--- config.mk ---
export PLATFORM = sky130hd
export DESIGN_NAME = l2_ctrl_regs_p_flat
export DESIGN_NICKNAME = d
export VERILOG_FILES = /design/src/rtl/l2_ctrl_regs_p_if.sv /design/src/rtl/l2_ctrl_regs_p.sv /design/src/flat_wrapper.sv
export SDC_FILE = /design/constraint.sdc
export NUM_CORES = 1
export LEC_CHECK = 0
export CAP_MARGIN = 20
export CORE_MARGIN = 3
export CORE_UTILIZATION = 45
export DETAILED_ROUTE_END_ITERATION = 8
export PLACE_DENSITY = 0.81
export SYNTH_ARGS = -nofsm -noshare
export SYNTH_HDL_FRONTEND = slang
export SYNTH_SLANG_ARGS = --single-unit
--- constraint.sdc ---
create_clock -name clk -period 2.14 [get_ports clk]
set_input_delay 0.214 -clock clk [delete_from_list [all_inputs] [get_ports clk]]
set_output_delay 0.214 -clock clk [all_outputs]
set_load 0.05 [all_outputs]
--- src/rtl/l2_ctrl_regs_p_if.sv ---
// Bus between the L2 FSM (master) and its control/status register bank (slave).
// Carries flush-walk, credit, forward-stall and generic flag signals.
interface l2_ctrl_regs_p_if #(
  parameter int SET_BITS  = 8,
  parameter int WAY_BITS  = 4,
  parameter int REQS_BITS = 2,
  parameter int N_STALL   = 2,
  parameter int N_FLAGS   = 4
);
  localparam int SLOT_BITS = (N_STALL > 1) ? $clog2(N_STALL) : 1;

  logic                 start_flush;
  logic                 step_flush;
  logic                 abort_flush;
  logic                 ongoing_flush;
  logic [SET_BITS-1:0]  flush_set;
  logic [WAY_BITS-1:0]  flush_way;
  logic                 flush_done;

  logic                 req_alloc;
  logic                 req_free;
  logic [REQS_BITS:0]   reqs_cnt;
  logic                 reqs_none_free;
  logic                 reqs_all_free;
  logic                 err_underflow;
  logic                 err_overflow;
  logic                 clr_err;

  logic                 set_stall;
  logic [REQS_BITS-1:0] set_stall_idx;
  logic                 stall_alloc_fail;
  logic                 wr_en_put_reqs;
  logic [REQS_BITS-1:0] reqs_i;
  logic                 put_reqs_atomic;
  logic [REQS_BITS-1:0] reqs_atomic_i;
  logic                 clr_stall;
  logic [SLOT_BITS-1:0] clr_stall_slot;
  logic                 fwd_stall;
  logic                 fwd_stall_ended;
  logic [SLOT_BITS-1:0] ended_slot;
  logic [N_STALL-1:0]   stall_valid;

  logic [N_FLAGS-1:0]   flag_set;
  logic [N_FLAGS-1:0]   flag_clr;
  logic [N_FLAGS-1:0]   flags;

  modport master (
    output start_flush, step_flush, abort_flush,
    input  ongoing_flush, flush_set, flush_way, flush_done,
    output req_alloc, req_free, clr_err,
    input  reqs_cnt, reqs_none_free, reqs_all_free, err_underflow, err_overflow,
    output set_stall, set_stall_idx, wr_en_put_reqs, reqs_i, put_reqs_atomic,
    output reqs_atomic_i, clr_stall, clr_stall_slot,
    input  stall_alloc_fail, fwd_stall, fwd_stall_ended, ended_slot, stall_valid,
    output flag_set, flag_clr,
    input  flags
  );

  modport slave (
    input  start_flush, step_flush, abort_flush,
    output ongoing_flush, flush_set, flush_way, flush_done,
    input  req_alloc, req_free, clr_err,
    output reqs_cnt, reqs_none_free, reqs_all_free, err_underflow, err_overflow,
    input  set_stall, set_stall_idx, wr_en_put_reqs, reqs_i, put_reqs_atomic,
    input  reqs_atomic_i, clr_stall, clr_stall_slot,
    output stall_alloc_fail, fwd_stall, fwd_stall_ended, ended_slot, stall_valid,
    input  flag_set, flag_clr,
    output flags
  );
endinterface

--- src/rtl/l2_ctrl_regs_p.sv ---
// L2 control/status register bank: flush set/way walker, request-buffer credits,
// forward-stall trackers keyed on a request-buffer index, and generic status flags.
module l2_ctrl_regs_p #(
  parameter int SET_BITS  = 8,
  parameter int WAY_BITS  = 4,
  parameter int N_REQS    = 4,
  parameter int REQS_BITS = 2,
  parameter int N_STALL   = 2,
  parameter int N_FLAGS   = 4
) (
  input logic         clk,
  input logic         rst,
  l2_ctrl_regs_p_if.slave ctrl
);
  localparam int SLOT_BITS = (N_STALL > 1) ? $clog2(N_STALL) : 1;
  localparam logic [SET_BITS-1:0]  SET_MAX  = '1;
  localparam logic [WAY_BITS-1:0]  WAY_MAX  = '1;
  localparam logic [REQS_BITS:0]   CNT_FULL = (REQS_BITS + 1)'(N_REQS);

  typedef enum logic [1:0] {S_IDLE, S_WALK, S_DONE} flush_state_e;

  flush_state_e         state_q, state_d;
  logic [SET_BITS-1:0]  set_q, set_d;
  logic [WAY_BITS-1:0]  way_q, way_d;

  logic [REQS_BITS:0]   cnt_q, cnt_d;
  logic                 under_q, under_d;
  logic                 over_q, over_d;

  logic [N_STALL-1:0]   valid_q, valid_d;
  logic [N_STALL-1:0]   ended_q, ended_d;
  logic [REQS_BITS-1:0] idx_q [N_STALL];
  logic [N_STALL-1:0]   clr_hit, alloc_hit, match, valid_kept;
  logic                 alloc_fail_q, alloc_fail_d;
  logic                 alloc_found;
  logic [SLOT_BITS-1:0] ended_slot_c;

  logic [N_FLAGS-1:0]   flags_q, flags_d;

  // Flush walk: abort wins over everything, start only honoured from IDLE.
  always_comb begin
    state_d = state_q;
    set_d   = set_q;
    way_d   = way_q;
    if (ctrl.abort_flush) begin
      state_d = S_IDLE;
      set_d   = '0;
      way_d   = '0;
    end else begin
      case (state_q)
        S_IDLE: begin
          if (ctrl.start_flush) begin
            state_d = S_WALK;
            set_d   = '0;
            way_d   = '0;
          end
        end
        S_WALK: begin
          if (ctrl.step_flush) begin
            if (way_q != WAY_MAX) begin
              way_d = way_q + 1'b1;
            end else if (set_q != SET_MAX) begin
              way_d = '0;
              set_d = set_q + 1'b1;
            end else begin
              state_d = S_DONE;
              set_d   = '0;
              way_d   = '0;
            end
          end
        end
        S_DONE:  state_d = S_IDLE;
        default: state_d = S_IDLE;
      endcase
    end
  end

  // Simultaneous alloc and free cancel out and never raise an error.
  always_comb begin
    cnt_d   = cnt_q;
    under_d = under_q;
    over_d  = over_q;
    if (ctrl.req_alloc && !ctrl.req_free) begin
      if (cnt_q == '0) under_d = 1'b1;
      else             cnt_d   = cnt_q - 1'b1;
    end else if (ctrl.req_free && !ctrl.req_alloc) begin
      if (cnt_q == CNT_FULL) over_d = 1'b1;
      else                   cnt_d  = cnt_q + 1'b1;
    end
    if (ctrl.clr_err) begin
      under_d = 1'b0;
      over_d  = 1'b0;
    end
  end

  // Release happens before allocation so a freed slot is reusable in the same cycle.
  always_comb begin
    alloc_hit   = '0;
    alloc_found = 1'b0;
    for (int s = 0; s < N_STALL; s++) begin
      if (ctrl.set_stall && !alloc_found && !valid_kept[s]) begin
        alloc_hit[s] = 1'b1;
        alloc_found  = 1'b1;
      end
    end
    alloc_fail_d = ctrl.set_stall && !alloc_found;
  end

  genvar gi;
  generate
    for (gi = 0; gi < N_STALL; gi++) begin : g_slot
      assign clr_hit[gi]    = ctrl.clr_stall && (ctrl.clr_stall_slot == SLOT_BITS'(gi));
      assign valid_kept[gi] = valid_q[gi] & ~clr_hit[gi];
      assign match[gi]      = ctrl.wr_en_put_reqs &&
                              ((idx_q[gi] == ctrl.reqs_i) ||
                               (ctrl.put_reqs_atomic && (idx_q[gi] == ctrl.reqs_atomic_i)));
      assign valid_d[gi]    = valid_kept[gi] | alloc_hit[gi];
      assign ended_d[gi]    = alloc_hit[gi] ? 1'b0 : (valid_kept[gi] & (ended_q[gi] | match[gi]));

      always_ff @(posedge clk or negedge rst) begin
        if (!rst) begin
          idx_q[gi] <= '0;
        end else if (alloc_hit[gi]) begin
          idx_q[gi] <= ctrl.set_stall_idx;
        end
      end
    end
  endgenerate

  always_comb begin
    ended_slot_c = '0;
    for (int s = N_STALL - 1; s >= 0; s--) begin
      if (ended_q[s]) ended_slot_c = SLOT_BITS'(s);
    end
  end

  assign flags_d = (flags_q | ctrl.flag_set) & ~ctrl.flag_clr;

  always_ff @(posedge clk or negedge rst) begin
    if (!rst) begin
      state_q      <= S_IDLE;
      set_q        <= '0;
      way_q        <= '0;
      cnt_q        <= CNT_FULL;
      under_q      <= 1'b0;
      over_q       <= 1'b0;
      valid_q      <= '0;
      ended_q      <= '0;
      alloc_fail_q <= 1'b0;
      flags_q      <= '0;
    end else begin
      state_q      <= state_d;
      set_q        <= set_d;
      way_q        <= way_d;
      cnt_q        <= cnt_d;
      under_q      <= under_d;
      over_q       <= over_d;
      valid_q      <= valid_d;
      ended_q      <= ended_d;
      alloc_fail_q <= alloc_fail_d;
      flags_q      <= flags_d;
    end
  end

  assign ctrl.ongoing_flush    = (state_q == S_WALK);
  assign ctrl.flush_done       = (state_q == S_DONE);
  assign ctrl.flush_set        = set_q;
  assign ctrl.flush_way        = way_q;
  assign ctrl.reqs_cnt         = cnt_q;
  assign ctrl.reqs_none_free   = (cnt_q == '0);
  assign ctrl.reqs_all_free    = (cnt_q == CNT_FULL);
  assign ctrl.err_underflow    = under_q;
  assign ctrl.err_overflow     = over_q;
  assign ctrl.stall_alloc_fail = alloc_fail_q;
  assign ctrl.fwd_stall        = |valid_q;
  assign ctrl.fwd_stall_ended  = |ended_q;
  assign ctrl.ended_slot       = ended_slot_c;
  assign ctrl.stall_valid      = valid_q;
  assign ctrl.flags            = flags_q;
endmodule

--- src/flat_wrapper.sv ---
// flat-port wrapper written by rule: the top's interface ports become plain ports
module l2_ctrl_regs_p_flat 
#(
  parameter int SET_BITS  = 8,
  parameter int WAY_BITS  = 4,
  parameter int N_REQS    = 4,
  parameter int REQS_BITS = 2,
  parameter int N_STALL   = 2,
  parameter int N_FLAGS   = 4
)
  (clk, rst, ctrl_start_flush, ctrl_step_flush, ctrl_abort_flush, ctrl_ongoing_flush, ctrl_flush_set, ctrl_flush_way, ctrl_flush_done, ctrl_req_alloc, ctrl_req_free, ctrl_clr_err, ctrl_reqs_cnt, ctrl_reqs_none_free, ctrl_reqs_all_free, ctrl_err_underflow, ctrl_err_overflow, ctrl_set_stall, ctrl_set_stall_idx, ctrl_wr_en_put_reqs, ctrl_reqs_i, ctrl_put_reqs_atomic, ctrl_reqs_atomic_i, ctrl_clr_stall, ctrl_clr_stall_slot, ctrl_stall_alloc_fail, ctrl_fwd_stall, ctrl_fwd_stall_ended, ctrl_ended_slot, ctrl_stall_valid, ctrl_flag_set, ctrl_flag_clr, ctrl_flags);
  l2_ctrl_regs_p_if #(.SET_BITS(SET_BITS), .WAY_BITS(WAY_BITS), .REQS_BITS(REQS_BITS), .N_STALL(N_STALL), .N_FLAGS(N_FLAGS)) ctrl_i ();
  input logic clk;
  input logic rst;
  input wire logic [$bits(ctrl_i.start_flush)-1:0] ctrl_start_flush;
  input wire logic [$bits(ctrl_i.step_flush)-1:0] ctrl_step_flush;
  input wire logic [$bits(ctrl_i.abort_flush)-1:0] ctrl_abort_flush;
  output wire logic [$bits(ctrl_i.ongoing_flush)-1:0] ctrl_ongoing_flush;
  output wire logic [$bits(ctrl_i.flush_set)-1:0] ctrl_flush_set;
  output wire logic [$bits(ctrl_i.flush_way)-1:0] ctrl_flush_way;
  output wire logic [$bits(ctrl_i.flush_done)-1:0] ctrl_flush_done;
  input wire logic [$bits(ctrl_i.req_alloc)-1:0] ctrl_req_alloc;
  input wire logic [$bits(ctrl_i.req_free)-1:0] ctrl_req_free;
  input wire logic [$bits(ctrl_i.clr_err)-1:0] ctrl_clr_err;
  output wire logic [$bits(ctrl_i.reqs_cnt)-1:0] ctrl_reqs_cnt;
  output wire logic [$bits(ctrl_i.reqs_none_free)-1:0] ctrl_reqs_none_free;
  output wire logic [$bits(ctrl_i.reqs_all_free)-1:0] ctrl_reqs_all_free;
  output wire logic [$bits(ctrl_i.err_underflow)-1:0] ctrl_err_underflow;
  output wire logic [$bits(ctrl_i.err_overflow)-1:0] ctrl_err_overflow;
  input wire logic [$bits(ctrl_i.set_stall)-1:0] ctrl_set_stall;
  input wire logic [$bits(ctrl_i.set_stall_idx)-1:0] ctrl_set_stall_idx;
  input wire logic [$bits(ctrl_i.wr_en_put_reqs)-1:0] ctrl_wr_en_put_reqs;
  input wire logic [$bits(ctrl_i.reqs_i)-1:0] ctrl_reqs_i;
  input wire logic [$bits(ctrl_i.put_reqs_atomic)-1:0] ctrl_put_reqs_atomic;
  input wire logic [$bits(ctrl_i.reqs_atomic_i)-1:0] ctrl_reqs_atomic_i;
  input wire logic [$bits(ctrl_i.clr_stall)-1:0] ctrl_clr_stall;
  input wire logic [$bits(ctrl_i.clr_stall_slot)-1:0] ctrl_clr_stall_slot;
  output wire logic [$bits(ctrl_i.stall_alloc_fail)-1:0] ctrl_stall_alloc_fail;
  output wire logic [$bits(ctrl_i.fwd_stall)-1:0] ctrl_fwd_stall;
  output wire logic [$bits(ctrl_i.fwd_stall_ended)-1:0] ctrl_fwd_stall_ended;
  output wire logic [$bits(ctrl_i.ended_slot)-1:0] ctrl_ended_slot;
  output wire logic [$bits(ctrl_i.stall_valid)-1:0] ctrl_stall_valid;
  input wire logic [$bits(ctrl_i.flag_set)-1:0] ctrl_flag_set;
  input wire logic [$bits(ctrl_i.flag_clr)-1:0] ctrl_flag_clr;
  output wire logic [$bits(ctrl_i.flags)-1:0] ctrl_flags;
  assign ctrl_i.start_flush = ctrl_start_flush;
  assign ctrl_i.step_flush = ctrl_step_flush;
  assign ctrl_i.abort_flush = ctrl_abort_flush;
  assign ctrl_ongoing_flush = ctrl_i.ongoing_flush;
  assign ctrl_flush_set = ctrl_i.flush_set;
  assign ctrl_flush_way = ctrl_i.flush_way;
  assign ctrl_flush_done = ctrl_i.flush_done;
  assign ctrl_i.req_alloc = ctrl_req_alloc;
  assign ctrl_i.req_free = ctrl_req_free;
  assign ctrl_i.clr_err = ctrl_clr_err;
  assign ctrl_reqs_cnt = ctrl_i.reqs_cnt;
  assign ctrl_reqs_none_free = ctrl_i.reqs_none_free;
  assign ctrl_reqs_all_free = ctrl_i.reqs_all_free;
  assign ctrl_err_underflow = ctrl_i.err_underflow;
  assign ctrl_err_overflow = ctrl_i.err_overflow;
  assign ctrl_i.set_stall = ctrl_set_stall;
  assign ctrl_i.set_stall_idx = ctrl_set_stall_idx;
  assign ctrl_i.wr_en_put_reqs = ctrl_wr_en_put_reqs;
  assign ctrl_i.reqs_i = ctrl_reqs_i;
  assign ctrl_i.put_reqs_atomic = ctrl_put_reqs_atomic;
  assign ctrl_i.reqs_atomic_i = ctrl_reqs_atomic_i;
  assign ctrl_i.clr_stall = ctrl_clr_stall;
  assign ctrl_i.clr_stall_slot = ctrl_clr_stall_slot;
  assign ctrl_stall_alloc_fail = ctrl_i.stall_alloc_fail;
  assign ctrl_fwd_stall = ctrl_i.fwd_stall;
  assign ctrl_fwd_stall_ended = ctrl_i.fwd_stall_ended;
  assign ctrl_ended_slot = ctrl_i.ended_slot;
  assign ctrl_stall_valid = ctrl_i.stall_valid;
  assign ctrl_i.flag_set = ctrl_flag_set;
  assign ctrl_i.flag_clr = ctrl_flag_clr;
  assign ctrl_flags = ctrl_i.flags;
  l2_ctrl_regs_p #(.SET_BITS(SET_BITS), .WAY_BITS(WAY_BITS), .N_REQS(N_REQS), .REQS_BITS(REQS_BITS), .N_STALL(N_STALL), .N_FLAGS(N_FLAGS)) u_core (.clk(clk), .rst(rst), .ctrl(ctrl_i));
endmodule
Word level (Yosys, flattened, before mapping)
Index checks and enable logic that the tools add are counted.
{"block": "classes", "eq_ne": 16, "n_addsub": 4, "muxes": 35, "n_reduce_logical": 36, "bitwise_logic": 14}
{"op": "8-bit 2-to-1 mux", "count": 5}
{"op": "4-bit 2-to-1 mux", "count": 4}
{"op": "8-bit one-hot mux with 2 select lines", "count": 1}
{"op": "1-bit 2-to-1 mux", "count": 14}
{"op": "1-bit logical AND", "count": 12}
{"op": "3-bit 2-to-1 mux", "count": 4}
{"op": "3-bit inequality test (second input constant)", "count": 4}
{"op": "2-bit 2-to-1 mux", "count": 5}
{"op": "2-bit nonzero test", "count": 5}
{"op": "3-bit AND reduction", "count": 3}
{"op": "8-bit by 1-bit adder with 8-bit output (second input constant)", "count": 1}
{"op": "2-bit equality test", "count": 4}
{"op": "8-bit inequality test (second input constant)", "count": 1}
{"op": "4-bit one-hot mux with 2 select lines", "count": 1}
{"op": "4-bit AND reduction", "count": 2}
{"op": "1-bit logical NOT", "count": 6}
{"op": "4-bit by 1-bit adder with 4-bit output (second input constant)", "count": 1}
{"op": "1-bit bitwise AND", "count": 4}
{"op": "4-bit bitwise AND", "count": 1}
{"op": "2-bit inequality test (second input constant)", "count": 2}
{"op": "4-bit inequality test (second input constant)", "count": 1}
{"op": "4-bit NOT", "count": 1}
{"op": "1-bit OR", "count": 4}
{"op": "4-bit OR", "count": 1}
{"op": "other kinds (14)", "count": 18}
{"block": "totals", "ff_bits": 32, "input_bits": 27, "output_inout_bits": 31}

Logic depth before layout (Yosys ltp)
{"block": "logic_depth", "depth_word": 13, "mapped_depth": 8, "mapped_depth_nobuf": 7}

Worst setup path after synthesis
OpenSTA, ideal clock, no wires.
{"block": "synth_path", "kind": "reg2reg", "startpoint": "register u_core.cnt_q[2], in the netlist u_core.ctrl.reqs_cnt[2]", "endpoint": "register u_core.cnt_q[1], in the netlist u_core.ctrl.reqs_cnt[1]", "synth_period_minus_slack_ns": 2.373, "t_arrival_ns": 2.247, "n_path_buf": 1, "slack_ns": -0.233, "setup_ns": 0.126, "stages_incl_launch_ff": 5, "required_ns": 2.014, "path_cell_list": "dfstp_2 -> clkbuf_1 -> nor3_1 -> o21ai_0 -> o311a_1"}
{"block": "synth_via", "elab_chain_len": 3}
{"item": "start, declared", "line_no": "l2_ctrl_regs_p.sv:26", "text": "logic [REQS_BITS:0] cnt_q, cnt_d;"}
{"item": "start signal, assigned", "line_no": "l2_ctrl_regs_p.sv:155", "text": "cnt_q <= cnt_d;"}
{"item": "3-bit logical NOT"}
{"item": "named net ctrl_reqs_none_free", "line_no": "flat_wrapper.sv:26", "text": "output wire logic [$bits(ctrl_i.reqs_none_free)-1:0] ctrl_reqs_none_free;"}
{"item": "2-bit inequality test (no line)"}
{"item": "3-bit AND reduction (no line)"}
The timed path passes the listed nets, and every way through them passes these cells.
A chain may end at the register's enable or synchronous reset.

Worst setup path in the final report
{"block": "layout_path", "startpoint": "register u_core.state_q[1]", "endpoint": "output port ctrl_ongoing_flush"}
{"block": "layout_via", "elab_chain_len": 1}
{"item": "start, declared", "line_no": "l2_ctrl_regs_p.sv:22", "text": "flush_state_e state_q, state_d;"}
{"item": "start signal, assigned", "line_no": "l2_ctrl_regs_p.sv:152", "text": "state_q <= state_d;"}
{"item": "2-bit by 1-bit equality test with 1-bit output", "line_no": "l2_ctrl_regs_p.sv:165", "text": "assign ctrl.ongoing_flush = (state_q == S_WALK);"}
{"item": "end, declared", "line_no": "flat_wrapper.sv:18", "text": "output wire logic [$bits(ctrl_i.ongoing_flush)-1:0] ctrl_ongoing_flush;"}
Every way passes these cells.

==> results by group <==
Yosys
  – Distinct cells, synth: 48
  – Mapped Avg Cell Area: 9.76 sq um
  – Most common cell in the netlist: dfrtp_1
  – Post-synthesis async set-or-reset flop share: 1.00
  – Area contributors post-synth: dfrtp_1 45%, xnor2_1 4.1%, nand2_1 4.0%
  – Top-area cell type share of the netlist area: 0.454
  – Post-synth top flop: dfrtp_1
  – Post-synth EDFFs: 0
  – Yosys reg bits: 32
  – Cell area after synthesis: 1710 sq um
  – Seq/Total Area, Yosys: 0.470
  – Synth area leader: dfrtp_1
  – Mapped Cells: 175
  – Commonest cells in the netlist: 31 x dfrtp_1, 18 x nand2_1, 18 x nor2_1, 8 x xnor2_1
  – Syn_nets: 205
  – Synth warn: 0

Pwr
  – Cell Pwr Density: 908 nW/um^2
  – Sequential power share: 0.358
  – Leak Pwr: 1.08 nW
  – Switching part of the total: 0.375
  – Peak supply drop: 0.531 mV
  – P_sw: 841 uW
  – Combinational share of power: 0.390
  – Clock power frac: 0.253
  – Power Internal: 1.40 mW

Cells and area
  – Layout cells sized above 1: 0.120
  – Fillcell total: 266
  – ANT cells: 0
  – Final #Nets: 270
  – Non-Filler Instances: 287
  – Area of the multi-input gates: 866 sq um
  – Area grow syn2layout: 44.5%
  – Post-route cell area: 2470 sq um
  – Final Util: 0.706
  – Storage cell area: 802 sq um

Timing
  – Setup TNS: 0 ns
  – Fmax: 492 MHz
  – Hold Vio Cnt, Final: 0
  – Final setup viols: 0
  – Max Clock Skew: 0.00537 ns
  – Fin crit share: 0.950
  – Unrepaired setup endpoints after global routing: no
  – Rel. slew slack: 0.662
  – Worst slew pin tran: 0.506 ns
  – Final slew viol count: 0
  – Fin crit period: 2.03 ns

Detailed routing
  – DRT Wirelength: 3950 um
  – Initial DRT Pass Iterations: 4
  – Antenna Nets Post-Route: 0
  – Drt via density: 5.38
  – Wire length on met3: 221 um
  – Remaining routing DRC violations: 0
  – M1 wire length: 1750 um
  – Met2 WL: 1930 um
  – DR iter-0 viols: 95
  – WL/cell: 13.8 um
  – Via Count: 1,545
  – Top Layer Used: met4

Worst setup path
  – Crit path kind: reg2out
  – Critical path arrival: 1.82 ns
  – Startpoint Class: register
  – CP endpoint kind: primary output
  – Req. time, crit path: 1.93 ns
  – Max FO, Critical Path: 6

CTS
  – Reg clk slew, reported paths: 0.06 ns
  – CTS tree: built
  – Clock Path Buffers: 2
  – Clock latency on the worst-skew pair: 0.28 ns
  – TritonCTS Buffers: 5
  – Hold Buf Count CTS: 0
  – H-tree levels: 2
  – Root buffer cell: clkbuf_8
  – Sinks on Clock Net: 32

GRT
  – Initial antenna violation count: 0
  – Vias in the first global route: 1,443
  – Total gr overflow: 0
  – Global-route wire length before repair: 6730 um
  – GRT Resource Usage Total: 0.195
  – Largest net degree at the start of global routing: 33

Place
  – Number of port buffers: 57
  – Final GP Congestion: 0.839
  – Post-DP HPWL: 2930 um
  – Placed cell area: 2360 sq um
  – Placed cells: 279

Floorplan
  – Die Area: 4570 sq um
  – Starting Density: 0.489
  – Die W: 67.6 um
  – Num ports: 58
  – Rows: 21
  – Core ar.: 3490 sq um
  – Die Y: 67.6 um

Worst hold path
  – Min-delay worst type: in2async

Status
  – Outcome: finished, final reports clean

Job
  – Max Cap Violations: 0
## registers in the layout, summed over array words and instances (netlist names)
signal and flops:
u_core.ctrl.stall_valid 2, u_core.ctrl.flags 4, u_core.ctrl.stall_alloc_fail 1, u_core.ctrl.flush_set 8
u_core.ctrl.err_underflow 1, u_core.ctrl.flush_way 4, u_core.state_q 2, u_core.idx_q 4
u_core.ended_q 2, u_core.ctrl.err_overflow 1, u_core.ctrl.reqs_cnt 3
## per-stage QoR
| step | hold slack, ns | worst slack, ns | total power [mW] |
|---|---|---|---|
| after floorplan | -0.0816 | 0.141 | 1.40 |
| after global placement | 0.474 | 0.280 | 1.68 |
| after detailed placement | 0.486 | 0.229 | 1.69 |
| after CTS | 0.334 | 0.0940 | 2.26 |
| after global routing | 0.358 | 0.0439 | 2.38 |
| final | 0.324 | 0.107 | 2.24 |
## final cells by class
| cell class | instances | share of cell area |
|---|---|---|
| clock buffer | 6 | 0.0294 |
| clock inverter | 2 | 0.0142 |
| inverter | 7 | 0.0106 |
| multi-input combinational | 132 | 0.351 |
| sequential | 32 | 0.325 |
| tap | 46 | 0.0233 |
| timing repair buffer | 62 | 0.246 |
## power by group through the flow
stage          clock [mW]  sequential, mW  combinational (mW)
2_1_floorplan           0           0.954               0.444
3_3_place_gp            0           0.807               0.868
3_5_place_dp            0           0.813               0.880
4_1_cts             0.575           0.803               0.883
5_1_grt             0.611           0.821               0.945
6_report            0.566           0.802               0.873
## cells by family (layout without fill, tap and decap cells)
| logic type | count (synthesis) | in the layout | share of synthesized area |
|---|---|---|---|
| simple gates | 67 | 67 | 0.204 |
| compound gates | 48 | 48 | 0.193 |
| flops | 32 | 32 | 0.470 |
| buf+inv | 11 | 77 | 0.0264 |
| xor+xnor | 8 | 8 | 0.0410 |
| mux | 6 | 6 | 0.0396 |
| fa+ha+maj | 3 | 3 | 0.0264 |
## worst paths after layout
kind | start | endpoint | slack (ns) | cells after the start
setup / recovery | u_core.state_q[1] | ctrl_ongoing_flush | 0.11 | 2
hold / removal | rst | u_core.ctrl.flush_way[1] | 0.32 | 2
setup reg to reg | u_core.ctrl.flush_way[0] | u_core.ctrl.flush_set[4] | 0.27 | 6
hold reg to reg | u_core.ctrl.flags[1] | u_core.ctrl.flags[1] | 0.50 | 2
max in group asynchronous | rst | u_core.ctrl.reqs_cnt[2] | 1.50 | 2
min in group clk | ctrl_flag_clr[2] | u_core.ctrl.flags[2] | 0.46 | 2
## placed cells by master, fill, tap and decap left out, drive strengths merged, types with 5 or more instances in the layout
cell,n
clkdlybuf4s50,55
clkbuf,6
buf,6
inv,7
nor2b,5
mux2,6
nand2,18
dfrtp,31
nor2,18
o21ai,12
xnor2,8
a21oi,7
and3,5
## metal layers
layer,vias to the layer above,track usage
met5,-,0
met4,0,0.0734
met3,5,0.0433
met2,51,0.320
met1,727,0.250
li1,762,-
## critical path, cell delays in order (launching register included)
cell	delay [ns]
dfrtp_1	0.46
and2b_4	0.29
clkdlybuf4s50_1	0.80
## what timing repair did
action	CTS	global route
buffers inserted	0	0
resized for setup	0	1
setup endpoints to repair	0	1
Power figures use the tool's default switching activity.
